File: config.mk
export PLATFORM = sky130hd
export DESIGN_NAME = naval_battle_core
export DESIGN_NICKNAME = d
export VERILOG_FILES = /design/src/rtl/naval_pkg.sv /design/src/rtl/naval_battle_core_layout_rom.sv /design/src/rtl/naval_battle_core.sv
export SDC_FILE = /design/constraint.sdc
export NUM_CORES = 1
export LEC_CHECK = 0
export ABC_CLOCK_PERIOD_IN_PS = 7500
export BUFFER_PORTS_ARGS = -buffer_cell sky130_fd_sc_hd__buf_2
export CAP_MARGIN = 20
export CELL_PAD_IN_SITES_DETAIL_PLACEMENT = 1
export CELL_PAD_IN_SITES_GLOBAL_PLACEMENT = 2
export CORE_ASPECT_RATIO = 0.8
export CORE_MARGIN = 2
export CORE_UTILIZATION = 39
export CTS_CLUSTER_DIAMETER = 150
export DETAILED_ROUTE_END_ITERATION = 10
export PLACE_DENSITY = 0.86
export SYNTH_ARGS = -nofsm -noshare
export SYNTH_HDL_FRONTEND = slang
export SYNTH_SLANG_ARGS = --single-unit
File: constraint.sdc
create_clock -name i_clock -period 7.5 [get_ports i_clock]
set_input_delay 0 -clock i_clock [delete_from_list [all_inputs] [get_ports i_clock]]
set_output_delay 0 -clock i_clock [all_outputs]
set_load 0.005 [all_outputs]
File: src/rtl/naval_pkg.sv
// Shared encodings and the default 5x7 ship layouts for the naval battle core.
package naval_pkg;

    typedef enum logic [1:0] {
        ST_SELECT = 2'b00,
        ST_PLAY   = 2'b01,
        ST_WON    = 2'b10,
        ST_LOST   = 2'b11
    } game_state_e;

    typedef enum logic [1:0] {
        DISP_SHIPS      = 2'b00,
        DISP_SHIPS_HITS = 2'b01,
        DISP_ATTACKS    = 2'b10,
        DISP_BLINK      = 2'b11
    } status_e;

    localparam int DEF_COLS    = 5;
    localparam int DEF_ROWS    = 7;
    localparam int MAX_LAYOUTS = 8;

    // Bit index = col*DEF_ROWS + row; each entry is {col4, col3, col2, col1, col0}, row 0 in the LSB.
    localparam logic [34:0] LAYOUT_TABLE [MAX_LAYOUTS] = '{
        {7'b1000000, 7'b0010000, 7'b0010000, 7'b0000000, 7'b0000111},
        {7'b0000001, 7'b1100000, 7'b0000000, 7'b0001111, 7'b0000000},
        {7'b0011100, 7'b0000000, 7'b1000000, 7'b1000000, 7'b1000000},
        {7'b0000001, 7'b0000001, 7'b0000111, 7'b0000000, 7'b0110000},
        {7'b0000110, 7'b0000000, 7'b0111000, 7'b0000000, 7'b0000011},
        {7'b1000000, 7'b0000011, 7'b0000000, 7'b0011100, 7'b0000000},
        {7'b0000000, 7'b0001110, 7'b0000000, 7'b0000000, 7'b1110000},
        {7'b0111100, 7'b0000001, 7'b0000001, 7'b0000001, 7'b0000000}
    };

    localparam logic [5:0] LAYOUT_COUNT [MAX_LAYOUTS] = '{
        6'd6, 6'd7, 6'd6, 6'd7, 6'd7, 6'd6, 6'd6, 6'd7
    };

endpackage

File: src/rtl/naval_battle_core_layout_rom.sv
// Combinational layout lookup: layout index -> ship bitmap (col-major) and ship-cell count.
module layout_rom
    import naval_pkg::*;
#(
    parameter int COLS        = 5,
    parameter int ROWS        = 7,
    parameter int NUM_LAYOUTS = 4,
    localparam int LIDX_W     = $clog2(NUM_LAYOUTS)
) (
    input  logic [LIDX_W-1:0]    i_layout_idx,
    output logic [COLS*ROWS-1:0] o_ship_map,
    output logic [5:0]           o_ship_count
);

    // Board sizes other than 5x7 take the overlapping corner of the default table.
    for (genvar gi = 0; gi < COLS*ROWS; gi++) begin : g_cell
        localparam int C = gi / ROWS;
        localparam int R = gi % ROWS;
        if (C < DEF_COLS && R < DEF_ROWS) begin : g_in
            assign o_ship_map[gi] = LAYOUT_TABLE[i_layout_idx][C*DEF_ROWS + R];
        end else begin : g_out
            assign o_ship_map[gi] = 1'b0;
        end
    end

    if (COLS == DEF_COLS && ROWS == DEF_ROWS) begin : g_table_count
        assign o_ship_count = LAYOUT_COUNT[i_layout_idx];
    end else begin : g_pop_count
        always_comb begin
            o_ship_count = '0;
            for (int i = 0; i < COLS*ROWS; i++) begin
                o_ship_count = o_ship_count + 6'(o_ship_map[i]);
            end
        end
    end

endmodule

File: src/rtl/naval_battle_core.sv
// Battleship game core: layout select, attack bookkeeping, win/loss FSM and a column-scanned LED matrix.
module naval_battle_core
    import naval_pkg::*;
#(
    parameter int COLS        = 5,
    parameter int ROWS        = 7,
    parameter int NUM_LAYOUTS = 4,
    parameter int MAX_ATTACKS = 10,
    parameter int SCAN_DIV    = 1,
    parameter int BLINK_DIV   = 190,
    localparam int CW         = $clog2(COLS),
    localparam int RW         = $clog2(ROWS)
) (
    input  logic            i_clock,
    input  logic            i_reset,
    input  logic [1:0]      i_status,
    input  logic [CW-1:0]   i_col_attack,
    input  logic [RW-1:0]   i_row_attack,
    input  logic            i_attack,
    input  logic            i_layout_next,
    input  logic            i_layout_confirm,
    input  logic            i_game_restart,
    output logic [COLS-1:0] o_columns,
    output logic [ROWS-1:0] o_lines,
    output logic [1:0]      o_game_state,
    output logic [5:0]      o_attempts_left,
    output logic [5:0]      o_hits,
    output logic            o_attack_hit,
    output logic            o_attack_miss,
    output logic            o_attack_reject
);

    localparam int LIDX_W = $clog2(NUM_LAYOUTS);
    localparam int CELL_W = $clog2(COLS*ROWS);
    localparam int SW     = $clog2(SCAN_DIV + 1);
    localparam int BW     = $clog2(BLINK_DIV + 1);

    game_state_e           r_state;
    logic [LIDX_W-1:0]     r_layout_idx;
    logic [COLS*ROWS-1:0]  r_ship_map;
    logic [COLS*ROWS-1:0]  r_atk_map;
    logic [5:0]            r_ship_count;
    logic [5:0]            r_attempts;
    logic [5:0]            r_hits;
    logic                  r_attack_hit;
    logic                  r_attack_miss;
    logic                  r_attack_reject;
    logic [SW-1:0]         r_div;
    logic [CW-1:0]         r_col_idx;
    logic [BW-1:0]         r_wraps;
    logic                  r_blink;
    logic [COLS-1:0]       r_columns;
    logic [ROWS-1:0]       r_lines;

    logic [COLS*ROWS-1:0]  w_rom_map;
    logic [5:0]            w_rom_count;
    logic                  w_in_range;
    logic [CELL_W-1:0]     w_cell;
    logic [COLS-1:0]       w_col_onehot;
    logic [ROWS-1:0]       w_lines;

    layout_rom #(
        .COLS        (COLS),
        .ROWS        (ROWS),
        .NUM_LAYOUTS (NUM_LAYOUTS)
    ) u_layout_rom (
        .i_layout_idx (r_layout_idx),
        .o_ship_map   (w_rom_map),
        .o_ship_count (w_rom_count)
    );

    assign w_in_range = (int'(i_col_attack) < COLS) && (int'(i_row_attack) < ROWS);
    assign w_cell     = w_in_range ? CELL_W'(int'(i_col_attack) * ROWS + int'(i_row_attack)) : '0;

    always_ff @(posedge i_clock) begin
        if (i_reset) begin
            r_state         <= ST_SELECT;
            r_layout_idx    <= '0;
            r_ship_map      <= '0;
            r_atk_map       <= '0;
            r_ship_count    <= '0;
            r_attempts      <= 6'(MAX_ATTACKS);
            r_hits          <= '0;
            r_attack_hit    <= 1'b0;
            r_attack_miss   <= 1'b0;
            r_attack_reject <= 1'b0;
        end else begin
            r_attack_hit    <= 1'b0;
            r_attack_miss   <= 1'b0;
            r_attack_reject <= 1'b0;
            if (i_game_restart) begin
                r_state    <= ST_SELECT;
                r_ship_map <= '0;
                r_atk_map  <= '0;
                r_attempts <= 6'(MAX_ATTACKS);
                r_hits     <= '0;
            end else begin
                case (r_state)
                    ST_SELECT: begin
                        if (i_layout_confirm) begin
                            r_ship_map   <= w_rom_map;
                            r_ship_count <= w_rom_count;
                            r_atk_map    <= '0;
                            r_attempts   <= 6'(MAX_ATTACKS);
                            r_hits       <= '0;
                            r_state      <= ST_PLAY;
                        end else if (i_layout_next) begin
                            r_layout_idx <= r_layout_idx + LIDX_W'(1);
                        end
                    end
                    ST_PLAY: begin
                        // Game end is judged on the counters as updated by the previous attack.
                        if (r_hits == r_ship_count) begin
                            r_state <= ST_WON;
                        end else if (r_attempts == '0) begin
                            r_state <= ST_LOST;
                        end else if (i_attack) begin
                            if (!w_in_range || r_atk_map[w_cell]) begin
                                r_attack_reject <= 1'b1;
                            end else begin
                                r_atk_map[w_cell] <= 1'b1;
                                r_attempts        <= r_attempts - 6'd1;
                                if (r_ship_map[w_cell]) begin
                                    r_attack_hit <= 1'b1;
                                    r_hits       <= r_hits + 6'd1;
                                end else begin
                                    r_attack_miss <= 1'b1;
                                end
                            end
                        end
                    end
                    default: ;
                endcase
            end
        end
    end

    for (genvar gi = 0; gi < COLS; gi++) begin : g_col
        assign w_col_onehot[gi] = (r_col_idx == CW'(gi));
    end

    for (genvar gi = 0; gi < ROWS; gi++) begin : g_row
        logic [CELL_W-1:0] w_idx;
        logic              w_ship;
        logic              w_atk;
        logic              w_play_pix;
        assign w_idx  = CELL_W'(int'(r_col_idx) * ROWS + gi);
        assign w_ship = r_ship_map[w_idx];
        assign w_atk  = r_atk_map[w_idx];
        always_comb begin
            case (i_status)
                DISP_SHIPS:      w_play_pix = w_ship;
                DISP_SHIPS_HITS: w_play_pix = w_ship | w_atk;
                DISP_ATTACKS:    w_play_pix = w_atk;
                default:         w_play_pix = (w_atk & ~w_ship) | (w_atk & w_ship & r_blink);
            endcase
        end
        assign w_lines[gi] = (r_state == ST_SELECT) ? w_rom_map[w_idx] :
                             (r_state == ST_PLAY)   ? w_play_pix : 1'b1;
    end

    // Strobe and pixels are registered from the same column index, so they always agree.
    always_ff @(posedge i_clock) begin
        if (i_reset) begin
            r_div     <= '0;
            r_col_idx <= '0;
            r_wraps   <= '0;
            r_blink   <= 1'b0;
            r_columns <= '0;
            r_lines   <= '0;
        end else begin
            r_columns <= w_col_onehot;
            r_lines   <= w_lines;
            if (r_div == SW'(SCAN_DIV - 1)) begin
                r_div <= '0;
                if (r_col_idx == CW'(COLS - 1)) begin
                    r_col_idx <= '0;
                    if (r_wraps == BW'(BLINK_DIV - 1)) begin
                        r_wraps <= '0;
                        r_blink <= ~r_blink;
                    end else begin
                        r_wraps <= r_wraps + BW'(1);
                    end
                end else begin
                    r_col_idx <= r_col_idx + CW'(1);
                end
            end else begin
                r_div <= r_div + SW'(1);
            end
        end
    end

    assign o_columns       = r_columns;
    assign o_lines         = r_lines;
    assign o_game_state    = r_state;
    assign o_attempts_left = r_attempts;
    assign o_hits          = r_hits;
    assign o_attack_hit    = r_attack_hit;
    assign o_attack_miss   = r_attack_miss;
    assign o_attack_reject = r_attack_reject;

endmodule

==> flow_summary.toml <==
[outcome]
result_of_the_run = "finished clean"

[synth]
post-synth-top-area-fraction = 0.201
async_s_r_ff_share_synth = 0
post_synth.cell_area_avg_um2 = 8.18
synth-seq-area-share = 0.201
synth-warning-count = 0
synth.net_count = 1105
number_of_enable_flip_flop_cells_after_synthesis = 0
synth.top_cells.by_area = "sky130_fd_sc_hd__dfxtp_1 (20%), sky130_fd_sc_hd__mux4_2 (13%), sky130_fd_sc_hd__a21oi_1 (5.7%)"
netlist_area_mm2 = 0.00858
ys.flop_type = "sky130_fd_sc_hd__dfxtp_1"
synth-seq-cells = 86
synth_largest_area_cell = "sky130_fd_sc_hd__dfxtp_1"
post_synth_inst_count = 1049
synthDistinctLibCells = 81

[critical_path]
worst_r2r_endpoint = "o_lines[6]$_SDFF_PP0_"
critical_path_peak_fanout = 33
crit_path_top_delay_cell = "sky130_fd_sc_hd__xor2_1"
timing.critical_path.cells = "clkinv_1, buf_4, fa_1, inv_1, ha_1, buf_4, clkinv_1, ha_1, xor2_1, mux2i_1, a2111oi_0, o41ai_1, mux2i_1, or3b_2, a31oi_1, a311oi_1"
regToRegStartpoint = "r_col_idx[0]$_SDFFE_PP0N_"
crit_path_start = "r_col_idx[0]$_SDFFE_PP0N_"
critical_path.startpoint_type = "flop"
path_class = "reg -> reg"
slowest_delay_ns = 0.70
worstSetupEndpoint = "o_lines[6]$_SDFF_PP0_"
crit_arrival_ns = 5.62
r2r_cells = 16
critPathCaptureType = "flop"
r2r_slack_ns = 2.09
worst_path_required_ns = 7.72

[run]
drv.max_cap_violation_count = 0

[routing]
wl_per_cell_um = 24.5
route.antenna.remaining_nets = 0
routed-via-count = 8694
drt-total-wl_um = 32300
avgViaCountPerCell = 6.59
detail_route.drc_violations = 0
drt-initial-drc-count = 936
first_pass_iters = 7

[clock_tree]
cts_sinks = 86
cts-htree-levels = 3
max-clock-path-buffers = 2
cts.root.buffer_cell = "sky130_fd_sc_hd__clkbuf_16"
cts_made_buffers = 9
tritoncts = "built"
post_cts_resize_count = 0
worst_setup_hold_path_clk_slew_ns = 0.07
clock_latency_ns = 0.36

[sta]
timing.max_slew.rel_slack = 0.261
period_minus_slack_ns = 5.41
finalClockSkew_ns = 0.0144
unrepaired_setup_endpoints_after_global_routing = "false"
post-route-worst-setup-slack_ns = 2.09
tightestPinTransition_ns = 1.10
max_freq_mhz = 185
setup-violations-final = 0
final_setup_tns_ns = 0
hold_violations = 0
layout_worst_path_cycle_share = 0.721
final-max-slew-violation-count = 0

[finish]
n_fill_cell = 2596
final-instance-count-excl-fill = 1320
final_core_utilization = 0.430
syn2layout_area_growth_pct = 7.99
antenna_cells = 0
final_stage_net_count = 1096
post_route_cells_drive_above_1_share = 0.151

[power]
pwr_density_cell_mw_per_mm2 = 195
leakage_nw = 3.38
power_after_layout_mw = 1.81
max-vdd-ir-drop_mv = 0.139

[grt]
grt_pass1_wl_um = 50400
grt.met1_usage = 0.421
antenna_found_initial = 0
grt_start_max_net_pins = 81
grt_busiest_layer = "met1"
number_of_global_route_vias_before_repair = 8380
groute.usage.overall = 0.283
global_route.usage.met3 = 0.0642
grt_overflow_total = 0
global_route.usage.met2 = 0.407

[floorplanning]
num_rows = 48
start_util = 0.398
floorplan.core_area_mm2 = 0.0216
horizontal_die_dimension_um = 170
die_area_mm2 = 0.0232
pin_count = 43
die_h_um = 137

[placed_design]
portBuffers = 42
globalplace.congestion = 0.962
final_hpwl_from_detailed_placement_um = 23400
cell_count_post_placement = 1303
post-place-ws_ns = 2.14

[worst_hold_path]
worstHoldPathType = "in -> reg"
==> Yosys cell counts (all sizes together) (18+ instances only) <==
library cell  instances
o21ai                32
mux4                 51
mux2i                41
nor2b                19
nand2                97
xor2                 19
clkbuf               47
a21oi                98
xnor2                27
buf                  37
ha                   35
nor3                 25
a211oi               18
dfxtp                86
nand3                39
nor2                112
inv                  29
==> routing by layer <==
metal  vias to the layer above  wire length [um]
met4                         0               847
met1                      4308             14900
li1                       3904                 -
met5                         -                 0
met3                        57              3280
met2                       425             13300
==> area by class of cell <==
type	count	area, um^2	area share
Multi-Input combinational cell	848	6400	0.690
Tap cell	275	344	0.0371
Clock buffer	10	229	0.0247
Timing Repair Buffer	64	378	0.0408
Clock inverter	6	77.6	0.00837
Inverter	31	116	0.0126
Sequential cell	86	1730	0.186
==> layout by cell type, fill, tap and decap left out, types with 6 or more instances in the layout <==
master and count:
sky130_fd_sc_hd__buf_2 42, sky130_fd_sc_hd__o21ai_0 32, sky130_fd_sc_hd__nand2_1 97, sky130_fd_sc_hd__fa_1 7, sky130_fd_sc_hd__nor3_1 24, sky130_fd_sc_hd__xor2_1 18
sky130_fd_sc_hd__nor2b_1 19, sky130_fd_sc_hd__mux2i_1 41, sky130_fd_sc_hd__inv_1 29, sky130_fd_sc_hd__nand2b_1 16, sky130_fd_sc_hd__a31oi_1 13, sky130_fd_sc_hd__a221oi_1 6
sky130_fd_sc_hd__ha_1 34, sky130_fd_sc_hd__clkbuf_16 9, sky130_fd_sc_hd__a22oi_1 8, sky130_fd_sc_hd__a211oi_1 17, sky130_fd_sc_hd__dfxtp_1 85, sky130_fd_sc_hd__a2111oi_0 8
sky130_fd_sc_hd__and3_1 13, sky130_fd_sc_hd__nor4_1 7, sky130_fd_sc_hd__or2_2 6, sky130_fd_sc_hd__a21o_1 6, sky130_fd_sc_hd__and2_1 8, sky130_fd_sc_hd__nand3_1 39
sky130_fd_sc_hd__xnor2_1 26, sky130_fd_sc_hd__mux2_2 10, sky130_fd_sc_hd__buf_4 21, sky130_fd_sc_hd__a311oi_1 9, sky130_fd_sc_hd__a21oi_1 98, sky130_fd_sc_hd__o22ai_1 12
sky130_fd_sc_hd__o21a_1 6, sky130_fd_sc_hd__mux4_2 48, sky130_fd_sc_hd__nor2_1 110
==> cells by family (layout without fill, tap and decap cells) <==
family,count (synthesis),in the layout,synth area share
simple gates,371,371,0.206
compound gates,286,286,0.224
buf+inv,115,111,0.0554
mux,102,102,0.196
flops,86,86,0.201
xor+xnor,46,46,0.0500
fa+ha+maj,42,42,0.0673
other cells,1,1,0.000437
==> report_power, final <==
part | switching, mW | internal [mW] | leakage (nW)
Sequential | 0.0203 | 0.472 | 0.697
Combinational | 0.533 | 0.291 | 2.54
Clock | 0.227 | 0.266 | 0.147
Total | 0.780 | 1.03 | 3.38
==> critical path: cells and delay by family (launching register included) <==
| kind | cells | cell delay (ns) |
|---|---|---|
| xor+xnor | 1 | 0.70 |
| compound gates | 4 | 0.73 |
| buf+inv | 5 | 1.18 |
| simple gates | 1 | 0.47 |
| flops | 1 | 0.59 |
| mux | 2 | 0.43 |
| fa+ha+maj | 3 | 1.16 |
==> metrics by stage <==
stage	instance area, um^2	hold WS (ns)
detailed placement	8950	0.327
global placement	8950	0.316
finish	9270	0.0561
CTS	9270	0.0457
global route	9270	0.115
floorplan	8580	0.121
==> state kept, by name, indices dropped and copies added (netlist names), 2 cells and up <==
register / flops
o_hits: 6
o_game_state: 2
r_wraps: 8
r_ship_count: 2
r_ship_map: 5
r_layout_idx: 2
o_attempts_left: 6
r_col_idx: 3
r_atk_map: 35
o_columns: 5
o_lines: 7
==> how the worst min path moves through the flow <==
stage,from,endpoint,cells after the start
3_3_place_gp,i_game_restart,o_attempts_left[1]$_SDFFE_PP1P_,3
6_report,i_layout_confirm,r_layout_idx[0]$_SDFFE_PP0P_,4
3_5_place_dp,i_game_restart,o_attempts_left[1]$_SDFFE_PP1P_,3
5_1_grt,i_layout_confirm,r_layout_idx[0]$_SDFFE_PP0P_,4
4_1_cts,i_layout_confirm,r_layout_idx[0]$_SDFFE_PP0P_,4
2_1_floorplan,i_reset,o_attempts_left[1]$_SDFFE_PP1P_,2
==> repair_timing <==
action / 4_1_cts / 5_1_grt
endpoints found under the setup margin: 0 / 0
hold buffers: 1 / 0
setup buffers: 0 / 0
endpoints found under the hold margin: 3 / 0
Note: power is estimated with default switching activity, not from simulation.
